==> src/rtl/gerenciador_bolas_inimigas.sv <==
// -----------------------------------------------------------------------------
// gerenciador_bolas_inimigas
// Manages a pool of N_BOLAS falling enemy balls. Balls spawn at pseudo-random
// x positions on the top edge, fall VEL pixels per movement tick, cost a life
// when they overlap the ship and score a dodge point when they leave the
// bottom of the screen. One movement tick triggers a sweep: one cycle per slot
// (collision/move), followed by one spawn cycle.
//
// Ports:
//   CLOCK_50      in   system clock, rising edge
//   reset         in   synchronous active-high reset, clears all state
//   pausa         in   1 = freeze the movement tick counter
//   x_nave        in   ship left x
//   y_nave        in   ship top y
//   largura_nave  in   ship width
//   altura_nave   in   ship height
//   x_bolas       out  ball center x, slot i in bits [10i+9:10i]
//   y_bolas       out  ball center y, same packing
//   ativas        out  bit i = slot i is live
//   raio_bolas    out  constant ball radius
//   acerto        out  one-cycle pulse per ship hit
//   vidas         out  remaining lives
//   pontos        out  dodged-ball count (saturating)
//   fim_jogo      out  sticky game-over flag
// -----------------------------------------------------------------------------
module gerenciador_bolas_inimigas #(
  parameter int N_BOLAS      = 4,
  parameter int TICK_DIV     = 833333,
  parameter int VEL          = 2,
  parameter int RAIO         = 5,
  parameter int LARGURA_TELA = 640,
  parameter int ALTURA_TELA  = 480,
  parameter int SPAWN_TICKS  = 60,
  parameter int VIDAS_INI    = 3
) (
  input  logic                   CLOCK_50,
  input  logic                   reset,
  input  logic                   pausa,
  input  logic [9:0]             x_nave,
  input  logic [9:0]             y_nave,
  input  logic [9:0]             largura_nave,
  input  logic [9:0]             altura_nave,
  output logic [10*N_BOLAS-1:0]  x_bolas,
  output logic [10*N_BOLAS-1:0]  y_bolas,
  output logic [N_BOLAS-1:0]     ativas,
  output logic [9:0]             raio_bolas,
  output logic                   acerto,
  output logic [3:0]             vidas,
  output logic [9:0]             pontos,
  output logic                   fim_jogo
);

  localparam int IW = (N_BOLAS > 1) ? $clog2(N_BOLAS) : 1;
  localparam int TW = $clog2(TICK_DIV);
  localparam int SW = (SPAWN_TICKS > 1) ? $clog2(SPAWN_TICKS) : 1;

  typedef enum logic [1:0] {
    OCIOSO = 2'd0,
    VARRE  = 2'd1,
    SPAWN  = 2'd2
  } estado_t;

  estado_t             r_estado;
  estado_t             w_prox;
  logic [9:0]          r_lfsr;
  logic [TW-1:0]       r_tick_cnt;
  logic [SW-1:0]       r_spawn_cnt;
  logic [IW-1:0]       r_idx;
  logic [9:0]          r_x [N_BOLAS];
  logic [9:0]          r_y [N_BOLAS];
  logic [N_BOLAS-1:0]  r_ativas;
  logic                r_acerto;
  logic [3:0]          r_vidas;
  logic [9:0]          r_pontos;
  logic                r_fim_jogo;

  logic                w_conta;
  logic                w_tick;
  logic                w_ultimo;
  logic [10:0]         w_x_cur;
  logic [10:0]         w_y_cur;
  logic [10:0]         w_y_prox;
  logic                w_hit_x;
  logic                w_hit_y;
  logic                w_colide;
  logic                w_hit;
  logic                w_sai;
  logic                w_fim_agora;
  logic [10:0]         w_x_soma;
  logic [9:0]          w_x_spawn;
  logic                w_livre_ok;
  logic [IW-1:0]       w_livre_idx;

  // The tick counter only runs while the game is live and not paused.
  assign w_conta  = ~pausa & ~r_fim_jogo;
  assign w_tick   = w_conta & (r_tick_cnt == TW'(TICK_DIV - 1));
  assign w_ultimo = (r_idx == IW'(N_BOLAS - 1));

  // Collision and movement use the pre-move position in 11-bit arithmetic.
  assign w_x_cur  = {1'b0, r_x[r_idx]};
  assign w_y_cur  = {1'b0, r_y[r_idx]};
  assign w_y_prox = w_y_cur + 11'(VEL);
  assign w_hit_x  = (w_x_cur + 11'(RAIO) > {1'b0, x_nave}) &&
                    (w_x_cur < {1'b0, x_nave} + {1'b0, largura_nave} + 11'(RAIO));
  assign w_hit_y  = (w_y_cur + 11'(RAIO) > {1'b0, y_nave}) &&
                    (w_y_cur < {1'b0, y_nave} + {1'b0, altura_nave} + 11'(RAIO));
  assign w_colide = w_hit_x & w_hit_y;
  assign w_hit    = (r_estado == VARRE) & r_ativas[r_idx] & w_colide;
  assign w_sai    = (w_y_prox >= 11'(ALTURA_TELA + RAIO));

  // The game ends on this cycle if the last life is lost by the current hit.
  assign w_fim_agora = r_fim_jogo | (w_hit & (r_vidas == 4'd1));

  // Spawn x; the clamp only matters if the screen is misconfigured narrower
  // than the 9-bit random span.
  assign w_x_soma  = 11'(RAIO) + {2'b00, r_lfsr[8:0]};
  assign w_x_spawn = (w_x_soma > 11'(LARGURA_TELA - 1)) ? 10'(LARGURA_TELA - 1) : w_x_soma[9:0];

  // Lowest-index free slot: scan downwards so the smallest index wins.
  always_comb begin
    w_livre_ok  = 1'b0;
    w_livre_idx = '0;
    for (int i = N_BOLAS - 1; i >= 0; i--) begin
      w_livre_ok  = w_livre_ok | ~r_ativas[i];
      w_livre_idx = r_ativas[i] ? w_livre_idx : IW'(i);
    end
  end

  // Next-state logic for the tick / sweep / spawn sequence.
  always_comb begin
    w_prox = r_estado;
    case (r_estado)
      OCIOSO: begin
        if (w_tick) begin
          w_prox = VARRE;
        end else begin
          w_prox = OCIOSO;
        end
      end
      VARRE: begin
        if (w_ultimo) begin
          w_prox = w_fim_agora ? OCIOSO : SPAWN;
        end else begin
          w_prox = VARRE;
        end
      end
      SPAWN:   w_prox = OCIOSO;
      default: w_prox = OCIOSO;
    endcase
  end

  // FSM state register.
  always_ff @(posedge CLOCK_50) begin
    if (reset) begin
      r_estado <= OCIOSO;
    end else begin
      r_estado <= w_prox;
    end
  end

  // Game datapath: LFSR, tick/spawn counters, slot array, score and lives.
  always_ff @(posedge CLOCK_50) begin
    if (reset) begin
      r_lfsr      <= 10'h2A5;
      r_tick_cnt  <= '0;
      r_spawn_cnt <= '0;
      r_idx       <= '0;
      r_ativas    <= '0;
      r_acerto    <= 1'b0;
      r_vidas     <= 4'(VIDAS_INI);
      r_pontos    <= 10'd0;
      r_fim_jogo  <= 1'b0;
      for (int i = 0; i < N_BOLAS; i++) begin
        r_x[i] <= 10'd0;
        r_y[i] <= 10'd0;
      end
    end else begin
      // x^10 + x^7 + 1, free-running even when paused or after game over.
      r_lfsr   <= {r_lfsr[8:0], r_lfsr[9] ^ r_lfsr[6]};
      r_acerto <= 1'b0;

      if (w_conta) begin
        r_tick_cnt <= w_tick ? '0 : r_tick_cnt + TW'(1);
      end

      case (r_estado)
        OCIOSO: begin
          r_idx <= '0;
        end
        VARRE: begin
          if (r_ativas[r_idx]) begin
            if (w_colide) begin
              r_ativas[r_idx] <= 1'b0;
              r_acerto        <= 1'b1;
              if (r_vidas != 4'd0) begin
                r_vidas <= r_vidas - 4'd1;
              end
              if (r_vidas == 4'd1) begin
                r_fim_jogo <= 1'b1;
              end
            end else if (w_sai) begin
              r_ativas[r_idx] <= 1'b0;
              if (r_pontos != 10'h3FF) begin
                r_pontos <= r_pontos + 10'd1;
              end
            end else begin
              r_y[r_idx] <= w_y_prox[9:0];
            end
          end
          r_idx <= r_idx + IW'(1);
        end
        SPAWN: begin
          if (r_spawn_cnt == SW'(SPAWN_TICKS - 1)) begin
            // With no free slot the counter holds, so the attempt repeats.
            if (w_livre_ok) begin
              r_x[w_livre_idx]      <= w_x_spawn;
              r_y[w_livre_idx]      <= 10'(RAIO);
              r_ativas[w_livre_idx] <= 1'b1;
              r_spawn_cnt           <= '0;
            end
          end else begin
            r_spawn_cnt <= r_spawn_cnt + SW'(1);
          end
        end
        default: begin
          r_idx <= '0;
        end
      endcase
    end
  end

  // Pack slot registers onto the flat renderer buses.
  for (genvar g = 0; g < N_BOLAS; g++) begin : g_pack
    assign x_bolas[10*g +: 10] = r_x[g];
    assign y_bolas[10*g +: 10] = r_y[g];
  end

  assign ativas     = r_ativas;
  assign raio_bolas = 10'(RAIO);
  assign acerto     = r_acerto;
  assign vidas      = r_vidas;
  assign pontos     = r_pontos;
  assign fim_jogo   = r_fim_jogo;

endmodule

==> config.mk <==
export PLATFORM = sky130hd
export DESIGN_NAME = gerenciador_bolas_inimigas
export DESIGN_NICKNAME = d
export VERILOG_FILES = /design/src/rtl/gerenciador_bolas_inimigas.sv
export SDC_FILE = /design/constraint.sdc
export NUM_CORES = 1
export LEC_CHECK = 0
export BUFFER_PORTS_ARGS = -buffer_cell sky130_fd_sc_hd__buf_4
export CORE_MARGIN = 2
export CORE_UTILIZATION = 52
export CTS_CLUSTER_DIAMETER = 30
export CTS_CLUSTER_SIZE = 30
export DETAILED_ROUTE_END_ITERATION = 10
export PLACE_DENSITY = 0.78
export REMOVE_ABC_BUFFERS = 1
export SYNTH_ARGS = -nofsm -noshare
export SYNTH_HDL_FRONTEND = slang
export SYNTH_SLANG_ARGS = --single-unit
==> constraint.sdc <==
create_clock -name CLOCK_50 -period 5 [get_ports CLOCK_50]
set_input_delay 0.5 -clock CLOCK_50 [delete_from_list [all_inputs] [get_ports CLOCK_50]]
set_output_delay 0.5 -clock CLOCK_50 [all_outputs]
set_load 0.05 [all_outputs]
==> impl_results.md <==
* Status: finished clean
* I/O pin cnt at 153
* RePlAce Congestion at 0.8852
* Syn_area_per_cell at 9.977 um^2
* Initial antenna violation count at 0
* Initial Utilization at 0.5314
* Post-Place Worst Slack at -1.686 ps
* Post-synthesis async set-or-reset flop share at 0
* Final Power at between 3 and 4 mW
* Number of CTS-inserted buffers at 17
* Fmax at 0.2102 GHz
* Clock slew at reported path FFs at 60 ps
* Clock sinks at 142
* Die W at 136.7 um
* PD cells at 282.1 nW/um^2
* Fin nets at ~1,200
* Endpoints failing setup at 0
* GR Util met1 at 0.3068
* Antenna diodes at 0
* Sw frac at 0.2983
* Row cnt at 48
* RSZ-0062 raised after global routing: no
* Root Buffer: clkbuf_16
* EDFF count, synth at 80
* Largest area contributor in the netlist: edfxtp_1
* Setup CP Type: flop to flop
* Total Routing Usage GR at 0.2478
* Hold violation total from the final report at 0
* Worst-Margin Slew at approximately 810 ps
* Post-synthesis cell area at 9159 um^2
* Most used routing layer: met2
* Yosys warnings at 0
* Vias in the first global route at 7,277
* Pin count of the biggest net entering global routing at 43
* Critical Path RT at 5130 ps
* Setup ws final at 242.1 ps
* Clk_lat worst skew at between 400 and 500 ps
* Crit path DAT at between 4000 and 5000 ps
* Fin crit period at 4758 ps
* GR Util met2 at 0.4164
* R2r setup slk at 240 ps
* Seq pwr share at 0.417
* CTS Buffer Depth at 2
* IR Drop Worst-Case VDD at between 0.0002 and 0.0003 V
* Vias post-DR at 7,500
* R2R Path End: r_y[2][5]
* Met3 usage at 0.05444
* Gr ovfl total at 0
* FF+latch count, synth at between 100 and 150
* CP Capture Type: flop
* Critical Path Sink: r_y[2][5]
* Share of layout cells above drive strength 1 at 0.2244
* Gate Count Post-Synth at 918
* Slew Viols, Final at 0
* Top_reg_cell synth: edfxtp_1
* MaxCap Viol Count at 0
* Net Sw Power at 0.9329 mW
* Worst hold path class: primary input to flop
* Drt first-iter violations at 636
* Fin Hold WS at 388.9 ps
* Syn-to-layout area delta at 21.05%
* CP max FO at 13
* Die height at 136.7 um
* Final Skew at 10.30 ps
* Fin crit share at 0.9516
* Final wirelength at about 23,000 um
* Startpoint types: flop
* DP HPWL at 17,640 um
* Clock power share at 0.375
* FF-to-FF path depth at 17
* DRT antenna net count at 0
* Comb pwr share at 0.208
* Post-synth top area share at 0.2623
* Rel. slew slack at 0.4590
* Synth top area cells: edfxtp_1 (26%), dfxtp_1 (14%), ha_1 (13%), mux4_2 (4.7%), nor2_1 (3.4%)
* Vias per inst at 5.695
* Number of I/O port buffers at 142
* Seq/Total Area, Yosys at 0.3978
* CTS tree: built
* Router iterations before antenna repair at 6
* Post-synth cell types at 77
* DRC errors left at 0
* Die Area at 18,690 um^2
* Placeable Area at about 17,000 um^2
* H-tree depth at 4
* Avg WL per Cell at 17.42 um
* First-pass GRT wire length at 35,870 um
* Pint at 2.195 mW
* Cts hold-fix bufs at 0
* Leakage at 4.732 nW
## cell families (layout without fill, tap and decap cells)
family	after synthesis	after routing	synth area share
simple gates	307	307	0.1687
compound gates	172	172	0.1270
flops	142	142	0.3978
buf+inv	112	274	0.05683
fa+ha+maj	96	96	0.1328
xor+xnor	59	59	0.05642
mux	28	28	0.05956
other cells	2	14	0.0008200
## cell type report
cell class,instances,area [um^2]
fill,1368,6150
multi-input combinational,676,5064
sequential,142,3645
timing repair buffer,168,1274
clock buffer,18,429.2
tap,225,281.5
inverter,74,277.8
clock inverter,14,116.4
## cells in the final DEF, fill, tap and decap left out, types with 7 or more instances in the layout
cell type,Yosys,layout
inv_1,72,72
or4_1,8,8
nand2_1,53,53
clkbuf_16,0,17
nor3_1,30,30
and3_1,9,9
nand3_1,36,36
conb_1,2,14
xnor2_1,26,26
dfxtp_1,62,61
mux4_2,19,19
a21o_1,14,14
nor4_1,13,13
or3_1,12,12
buf_4,12,167
o21ai_0,34,33
nor2b_1,17,17
edfxtp_1,80,80
nor2_1,83,83
ha_1,94,94
and2_1,7,7
xor2_1,33,33
nand4_1,14,14
a21oi_1,56,55
nand2b_1,7,7
## through the flow
stage                     area (um^2)  setup TNS [ps]  utilization  std cells
after floorplan                  8961          -24640            -        892
after global placement          10500               0       0.6092       1283
after detailed placement        10500          -15.54       0.6092       1283
after CTS                       11050               0       0.6409       1315
after global routing            11090               0       0.6432       1317
final                           11090               0       0.6432       1317
## cell usage after synthesis (8+ instances only)
cell type and n:
xnor2_1 26, or4_1 8, clkbuf_1 14, nand3_1 36, nor4_1 13, nor2_1 83
nand2_1 53, or3_1 12, and3_1 9, dfxtp_1 62, o21ai_0 34, xor2_1 33
ha_1 94, nand4_1 14, nor2b_1 17, a21oi_1 56, edfxtp_1 80, nor3_1 30
inv_1 72, buf_4 12, a21o_1 14, mux4_2 19
## state kept, by name (all words and copies together) (netlist names), named ones only
name / cells
r_x: 40
r_y: 40
r_tick_cnt: 20
pontos: 10
r_lfsr: 10
r_spawn_cnt: 6
ativas: 4
vidas: 4
r_estado: 2
r_idx: 2
acerto: 1
fim_jogo: 1
## power groups by stage
stage | registers [mW] | clock network, mW | logic, mW
after floorplan | 1.43 | 0 | 0.342
after global placement | 1.33 | 0 | 0.628
after detailed placement | 1.33 | 0 | 0.643
after CTS | 1.30 | 1.18 | 0.647
after global routing | 1.31 | 1.23 | 0.713
final | 1.30 | 1.17 | 0.651
## timing repair
item                                    4_1_cts  5_1_grt
setup buffers                                 0        2
gates resized for setup                       0        6
hold endpoints to repair                      0        0
endpoints found under the setup margin        0       21
## worst min path at each step
stage,depth (start not counted),slack (ps),start,endpoint
after floorplan,2,430,r_lfsr[9],r_lfsr[0]
after global placement,2,450,r_lfsr[9],r_lfsr[0]
after detailed placement,1,460,r_estado[1],r_estado[0]
after CTS,3,380,pausa,r_tick_cnt[1]
after global routing,3,400,pausa,r_tick_cnt[1]
final,3,390,pausa,r_tick_cnt[1]
## worst max-delay path: stages (launching register included)
cell and delay, ps:
dfxtp_1 350, buf_12 180, mux4_2 570, ha_1 290, o2111ai_2 300, nor2_1 100
xor2_1 150, ha_1 300, nand4_1 130, or3_1 390, o21ai_0 130, o32ai_2 160
o31a_1 170, a311oi_2 240, buf_4 250, a31oi_4 180, o31ai_2 290, buf_4 230
## routing by layer
metal / vias up / part of all wire
met1: 3515 / 0.41
met4: 0 / 0.035
met3: 60 / 0.064
met2: 281 / 0.49
met5: - / 0
li1: 3644 / -
(Power assumes the default switching activity.)
